## config.mk

```make
export PLATFORM = sky130hd
export DESIGN_NAME = video_ctrl_sequencer
export DESIGN_NICKNAME = d
export VERILOG_FILES = /design/src/rtl/video_ctrl_sequencer.sv
export SDC_FILE = /design/constraint.sdc
export NUM_CORES = 1
export LEC_CHECK = 0
export ABC_AREA = 1
export BUFFER_PORTS_ARGS = -buffer_cell sky130_fd_sc_hd__buf_2
export CORE_AREA = 2 2 219 221
export DETAILED_ROUTE_END_ITERATION = 16
export DIE_AREA = 0 0 221 223
export GPL_ROUTABILITY_DRIVEN = 0
export MAX_ROUTING_LAYER = met4
export PLACE_DENSITY = 0.81
export SYNTH_ARGS = -nofsm -noshare
export SYNTH_HDL_FRONTEND = slang
export SYNTH_SLANG_ARGS = --single-unit
```

## constraint.sdc

```tcl
create_clock -name aclk -period 9.9 [get_ports aclk]
set_input_delay 0 -clock aclk [delete_from_list [all_inputs] [get_ports aclk]]
set_output_delay 0 -clock aclk [all_outputs]
set_load 0.05 [all_outputs]
```

## src/rtl/video_ctrl_sequencer.sv

```systemverilog
// Command sequencer for the video formatter control port: a FIFO of {op, data} commands
// replayed with fixed setup/hold/gap windows so the formatter's synchronizers see stable data.
module video_ctrl_sequencer #(
  parameter int unsigned FIFO_DEPTH     = 16,
  parameter int unsigned SETUP_CYCLES   = 3,
  parameter int unsigned HOLD_CYCLES    = 4,
  parameter int unsigned GAP_CYCLES     = 3,
  parameter logic [7:0]  SINGLE_SHOT_OP = 8'd15
) (
  input  logic                          aclk,
  input  logic                          aresetn,
  input  logic                          cmd_valid,
  output logic                          cmd_ready,
  input  logic [7:0]                    cmd_op,
  input  logic [31:0]                   cmd_data,
  input  logic                          flush,
  output logic [7:0]                    op_out,
  output logic [31:0]                   data_out,
  output logic                          busy,
  output logic [$clog2(FIFO_DEPTH):0]   fifo_level
);

  localparam int unsigned AddrW     = $clog2(FIFO_DEPTH);
  localparam int unsigned LevelW    = AddrW + 1;
  localparam int unsigned MaxSh     = (SETUP_CYCLES > HOLD_CYCLES) ? SETUP_CYCLES : HOLD_CYCLES;
  localparam int unsigned MaxCycles = (MaxSh > GAP_CYCLES) ? MaxSh : GAP_CYCLES;
  localparam int unsigned CntW      = $clog2(MaxCycles) + 1;

  localparam logic [CntW-1:0] SetupInit = CntW'(SETUP_CYCLES - 1);
  localparam logic [CntW-1:0] HoldInit  = CntW'(HOLD_CYCLES - 1);
  localparam logic [CntW-1:0] GapInit   = CntW'(GAP_CYCLES - 1);

  typedef enum logic [1:0] {StIdle, StSetup, StActive, StGap} state_e;

  logic [39:0]        mem [FIFO_DEPTH];
  logic [AddrW-1:0]   wr_ptr_q, rd_ptr_q;
  logic [LevelW-1:0]  level_q, level_d;
  logic               push, pop, fifo_empty;
  logic [7:0]         head_op;
  logic [31:0]        head_data;

  state_e             state_q, state_d;
  logic [CntW-1:0]    cnt_q, cnt_d;
  logic [7:0]         pend_op_q, pend_op_d;
  logic [7:0]         op_q, op_d;
  logic [31:0]        data_q, data_d;

  assign fifo_empty = (level_q == '0);
  assign cmd_ready  = (level_q != LevelW'(FIFO_DEPTH));
  assign head_op    = mem[rd_ptr_q][39:32];
  assign head_data  = mem[rd_ptr_q][31:0];

  assign push = cmd_valid && cmd_ready && !flush;
  // The last GAP cycle hands straight over to IDLE, so a pop may happen on that edge.
  assign pop  = !flush && !fifo_empty &&
                ((state_q == StIdle) || ((state_q == StGap) && (cnt_q == '0)));

  always_comb begin
    level_d = level_q;
    unique case ({push, pop})
      2'b10:   level_d = level_q + LevelW'(1);
      2'b01:   level_d = level_q - LevelW'(1);
      default: level_d = level_q;
    endcase
    if (flush) level_d = '0;
  end

  always_ff @(posedge aclk) begin
    if (push) mem[wr_ptr_q] <= {cmd_op, cmd_data};
  end

  always_ff @(posedge aclk or negedge aresetn) begin
    if (!aresetn) begin
      wr_ptr_q <= '0;
      rd_ptr_q <= '0;
      level_q  <= '0;
    end else begin
      level_q <= level_d;
      if (flush) begin
        wr_ptr_q <= '0;
        rd_ptr_q <= '0;
      end else begin
        if (push) wr_ptr_q <= wr_ptr_q + AddrW'(1);
        if (pop)  rd_ptr_q <= rd_ptr_q + AddrW'(1);
      end
    end
  end

  always_comb begin
    state_d   = state_q;
    cnt_d     = cnt_q;
    pend_op_d = pend_op_q;
    op_d      = op_q;
    data_d    = data_q;
    unique case (state_q)
      StIdle: state_d = StIdle;
      StSetup: begin
        if (flush) begin
          op_d    = '0;
          cnt_d   = GapInit;
          state_d = StGap;
        end else if (cnt_q == '0) begin
          op_d    = pend_op_q;
          cnt_d   = (pend_op_q == SINGLE_SHOT_OP) ? '0 : HoldInit;
          state_d = StActive;
        end else begin
          cnt_d = cnt_q - CntW'(1);
        end
      end
      StActive: begin
        if (flush || (cnt_q == '0)) begin
          op_d    = '0;
          cnt_d   = GapInit;
          state_d = StGap;
        end else begin
          cnt_d = cnt_q - CntW'(1);
        end
      end
      StGap: begin
        if (cnt_q == '0) state_d = StIdle;
        else             cnt_d   = cnt_q - CntW'(1);
      end
      default: state_d = StIdle;
    endcase
    // Op code 0 is consumed silently and leaves the FSM idle.
    if (pop && (head_op != '0)) begin
      data_d    = head_data;
      pend_op_d = head_op;
      cnt_d     = SetupInit;
      state_d   = StSetup;
    end
  end

  always_ff @(posedge aclk or negedge aresetn) begin
    if (!aresetn) begin
      state_q   <= StIdle;
      cnt_q     <= '0;
      pend_op_q <= '0;
      op_q      <= '0;
      data_q    <= '0;
    end else begin
      state_q   <= state_d;
      cnt_q     <= cnt_d;
      pend_op_q <= pend_op_d;
      op_q      <= op_d;
      data_q    <= data_d;
    end
  end

  assign op_out     = op_q;
  assign data_out   = data_q;
  assign fifo_level = level_q;
  assign busy       = (state_q != StIdle) || !fifo_empty;

endmodule

```

==> flow_metrics.env <==
export IMPL_io_pin_count=91
export IMPL_dp_hpwl_mm=32.62
export IMPL_critical_path_slowest_cell="sky130_fd_sc_hd__buf_4"
export IMPL_final_min_clock_period_ps=4164
export IMPL_library_cell_with_the_largest_summed_area_after_synthesis="sky130_fd_sc_hd__edfxtp_1"
export IMPL_crit_path_max_incr_delay_ps=1050
export IMPL_avgViaCountPerCell=6.308
export IMPL_fraction_of_layout_cells_with_a_size_suffix_above_1_pct=10.53
export IMPL_yosysTopAreaCellShare_pct=68.74
export IMPL_cts_max_path_buffers=3
export IMPL_cts_reportedPaths_clkPinSlew_ps=70
export IMPL_drc_errors=0
export IMPL_critPathRequiredTime_ps=10440
export IMPL_yosys_area_share_xor_xnor_pct=0.1253
export IMPL_clock_sink_count=706
export IMPL_maximum_number_of_pins_on_one_net_before_global_route_repair=199
export IMPL_die_area_mm2=0.04928
export IMPL_global_route_usage_met3_pct=5.228
export IMPL_rsz0062_at_grt="no"
export IMPL_globalRoute_totalOverflow=0
export IMPL_synth_sequential_area_ratio_pct=74.65
export IMPL_maxSlewViolCount=0
export IMPL_irDropWorstVdd_mv=0.2622
export IMPL_ys_seq_elements=706
export IMPL_fillers=3149
export IMPL_hp_class="in2async"
export IMPL_max_clock_freq_mhz=240.1
export IMPL_drt_pre_antenna_iters=6
export IMPL_post_route_period_util_pct=42.06
export IMPL_grt_antenna_before_repair=1
export IMPL_worst_margin_pin_slew_ps=1253
export IMPL_synth_simple_gate_area_share_pct=11.00
export IMPL_netlist_area_mm2=0.02796
export IMPL_clockRootBuffer="sky130_fd_sc_hd__clkbuf_16"
export IMPL_std_cell_rows=80
export IMPL_sum_of_buffers_and_inverters_on_the_critical_path=2
export IMPL_ctsResizeCount=0
export IMPL_mostFrequentLayoutCell="sky130_fd_sc_hd__edfxtp_1"
export IMPL_p_leak_uw=0.01119
export IMPL_finalNetCount=2417
export IMPL_cts_tree="built"
export IMPL_worst_slack_ps=5736
export IMPL_areaGrowthSynthToFinish_pct=13.05
export IMPL_groute_layer_met1_usage_pct=39.18
export IMPL_commonest_non_fill_non_tap_cells_in_the_layout="sky130_fd_sc_hd__edfxtp_1 (640), sky130_fd_sc_hd__nor2_1 (403), sky130_fd_sc_hd__o21ai_0 (347)"
export IMPL_detail_route_wirelength_mm=71.82
export IMPL_synth_adder_area_share_pct=0.7876
export IMPL_post_synth_cell_area_avg_um2=12.37
export IMPL_cp_data_arrival_time_ps=4700
export IMPL_worstPathCellList="buf_4, nor2_1, nor2_1, o21ai_0, nand3_1, nand2_1, nand2_1, nor2_1, nand2_1, o21ai_4, inv_2, nand2_1, nand2_1"
export IMPL_synthesis_instances=2260
export IMPL_synth_warning_count=0
export IMPL_synth_fp_nets=2321
export IMPL_insertion_delay_ps=600
export IMPL_final_report_setup_violation_count=0
export IMPL_largest_delay_share_family_worst_path="buffers and inverters"
export IMPL_outcome="completed"
export IMPL_placement_setup_worst_slack_ps=6010
export IMPL_timing_max_cap_violations=0
export IMPL_cts_made_buffers=70
export IMPL_global_route_peak_usage_layer="met2"
export IMPL_worst_setup_path_type="reg2reg"
export IMPL_placeableCoreArea_mm2=0.04715
export IMPL_first_global_vias=18940
export IMPL_initial_core_util_pct=59.30
export IMPL_routed_via_count=19100
export IMPL_die_w_um=221
export IMPL_muxShareOfSynthArea_pct=0.03580
export IMPL_startpoint_type="register"
export IMPL_drt_wirelength_per_cell_um=23.72
export IMPL_p_per_area_mw_per_mm2=262.1
export IMPL_critical_path_max_fanout=123
export IMPL_grt_use_total_pct=29.96
export IMPL_synth_compound_gate_area_share_pct=10.54
export IMPL_initialDrtViolationCount=2959
export IMPL_antenna_left=0
export IMPL_grt_util_met2_pct=47.06
export IMPL_grt_pass1_wl_mm=109.1
export IMPL_fin_tns_setup_ps=0
export IMPL_slew_headroom_pct=16.49
export IMPL_worstSetupEndpointType="register"
export IMPL_dominant_combinational_cell_family_by_area_after_synthesis="simple AND/OR/NAND/NOR gates"
export IMPL_ys_async_rst_share_pct=9.348
export IMPL_htreeDepth=3
export IMPL_die_h_um=223
export IMPL_synth_area_leaders="sky130_fd_sc_hd__edfxtp_1 (69%), sky130_fd_sc_hd__o21ai_0 (6.2%), sky130_fd_sc_hd__dfrtp_1 (5.9%)"
export IMPL_synth_top_flop_cell="sky130_fd_sc_hd__edfxtp_1"
export IMPL_synth_edff_count=640
export IMPL_yosysUniqueCellTypes=31
export IMPL_io_buffer_count=90
export IMPL_skew_ps=22.25
export IMPL_path_common_cell="sky130_fd_sc_hd__nand2_1"
export IMPL_timing_final_hold_violations=0
-- routing by layer --
layer,up-vias,wire length [µm]
met1,9256,26070
li1,8304,-
met5,-,0
met3,231,8368
met4,0,2606
met2,1310,34770
-- logic make-up (layout without fill, tap and decap cells) --
family | Yosys count | in the layout
compound gates | 538 | 538
fa+ha+maj | 17 | 17
xor+xnor | 4 | 4
buf+inv | 201 | 353
simple gates | 793 | 793
flops | 706 | 706
mux | 1 | 1
other cells | 0 | 1
-- timing repair --
item                                   in CTS  in global routing
hold buffers                               44                  0
setup buffers                               0                  0
endpoints found under the hold margin     713                  0
-- cell type report --
type / count / area, µm² / area share [%]
Antenna cell: 1 / 2.502 / 0.007917
Tap cell: 615 / 769.5 / 2.435
Clock buffer: 94 / 1966 / 6.219
Clock inverter: 34 / 257.7 / 0.8155
Multi-Input combinational cell: 1353 / 6379 / 20.18
Inverter: 63 / 249.0 / 0.7878
Timing Repair Buffer: 162 / 1104 / 3.492
Sequential cell: 706 / 20880 / 66.06
-- power breakdown --
group / leakage (µW) / internal (µW) / switching, µW
registers: 0.00660 / 3410 / 161
clock network: 0.00111 / 1480 / 1110
logic: 0.00348 / 557 / 1570
total: 0.0112 / 5450 / 2840
-- flip-flops by register name (all words and copies together), names as in the netlist --
register    cells
rd_ptr_q        4
cnt_q           3
state_q         2
pend_op_q       8
data_out       32
mem           640
op_out          8
fifo_level      5
wr_ptr_q        4
-- final timing paths --
check | start | end | slack, ps | depth (start not counted)
setup / recovery | rd_ptr_q[0]$_DFFE_PN0P_ | data_out[6]$_DFFE_PN0P_ | 5740 | 13
hold / removal | aresetn | op_out[7]$_DFFE_PN0P_ | 110 | 2
setup reg to reg | rd_ptr_q[0]$_DFFE_PN0P_ | data_out[6]$_DFFE_PN0P_ | 5740 | 13
hold reg to reg | data_out[9]$_DFFE_PN0P_ | data_out[9]$_DFFE_PN0P_ | 480 | 2
max in group asynchronous | aresetn | rd_ptr_q[1]$_DFFE_PN0P_ | 9030 | 2
min in group aclk | cmd_data[11] | mem[12][11]$_DFFE_PP_ | 320 | 2
-- metrics by stage --
step                      total power, µW  instances  util, %  hold slack, ps  cell area, µm²
final                                8284       3028    67.04           114.2           31610
after global routing                 8619       3028    67.04           195.3           31610
after CTS                            8268       3027    67.04           147.2           31600
after detailed placement             5676       2855    61.39           238.5           28940
after global placement               5580       2855    61.39           209.8           28940
after floorplan                      5108       2260        -          -295.6           27960
-- Yosys cell counts (4+ instances only) --
| cell type | n |
|---|---|
| sky130_fd_sc_hd__o22ai_1 | 159 |
| sky130_fd_sc_hd__clkbuf_1 | 95 |
| sky130_fd_sc_hd__a21oi_1 | 17 |
| sky130_fd_sc_hd__nor3_1 | 15 |
| sky130_fd_sc_hd__dfrtp_1 | 66 |
| sky130_fd_sc_hd__inv_2 | 4 |
| sky130_fd_sc_hd__o32ai_1 | 7 |
| sky130_fd_sc_hd__o21ai_0 | 347 |
| sky130_fd_sc_hd__buf_1 | 11 |
| sky130_fd_sc_hd__inv_1 | 59 |
| sky130_fd_sc_hd__nor2_1 | 407 |
| sky130_fd_sc_hd__nand3_1 | 48 |
| sky130_fd_sc_hd__buf_2 | 30 |
| sky130_fd_sc_hd__nand2_1 | 317 |
| sky130_fd_sc_hd__edfxtp_1 | 640 |
| sky130_fd_sc_hd__ha_1 | 16 |
Note: power is estimated with default switching activity, not from simulation.
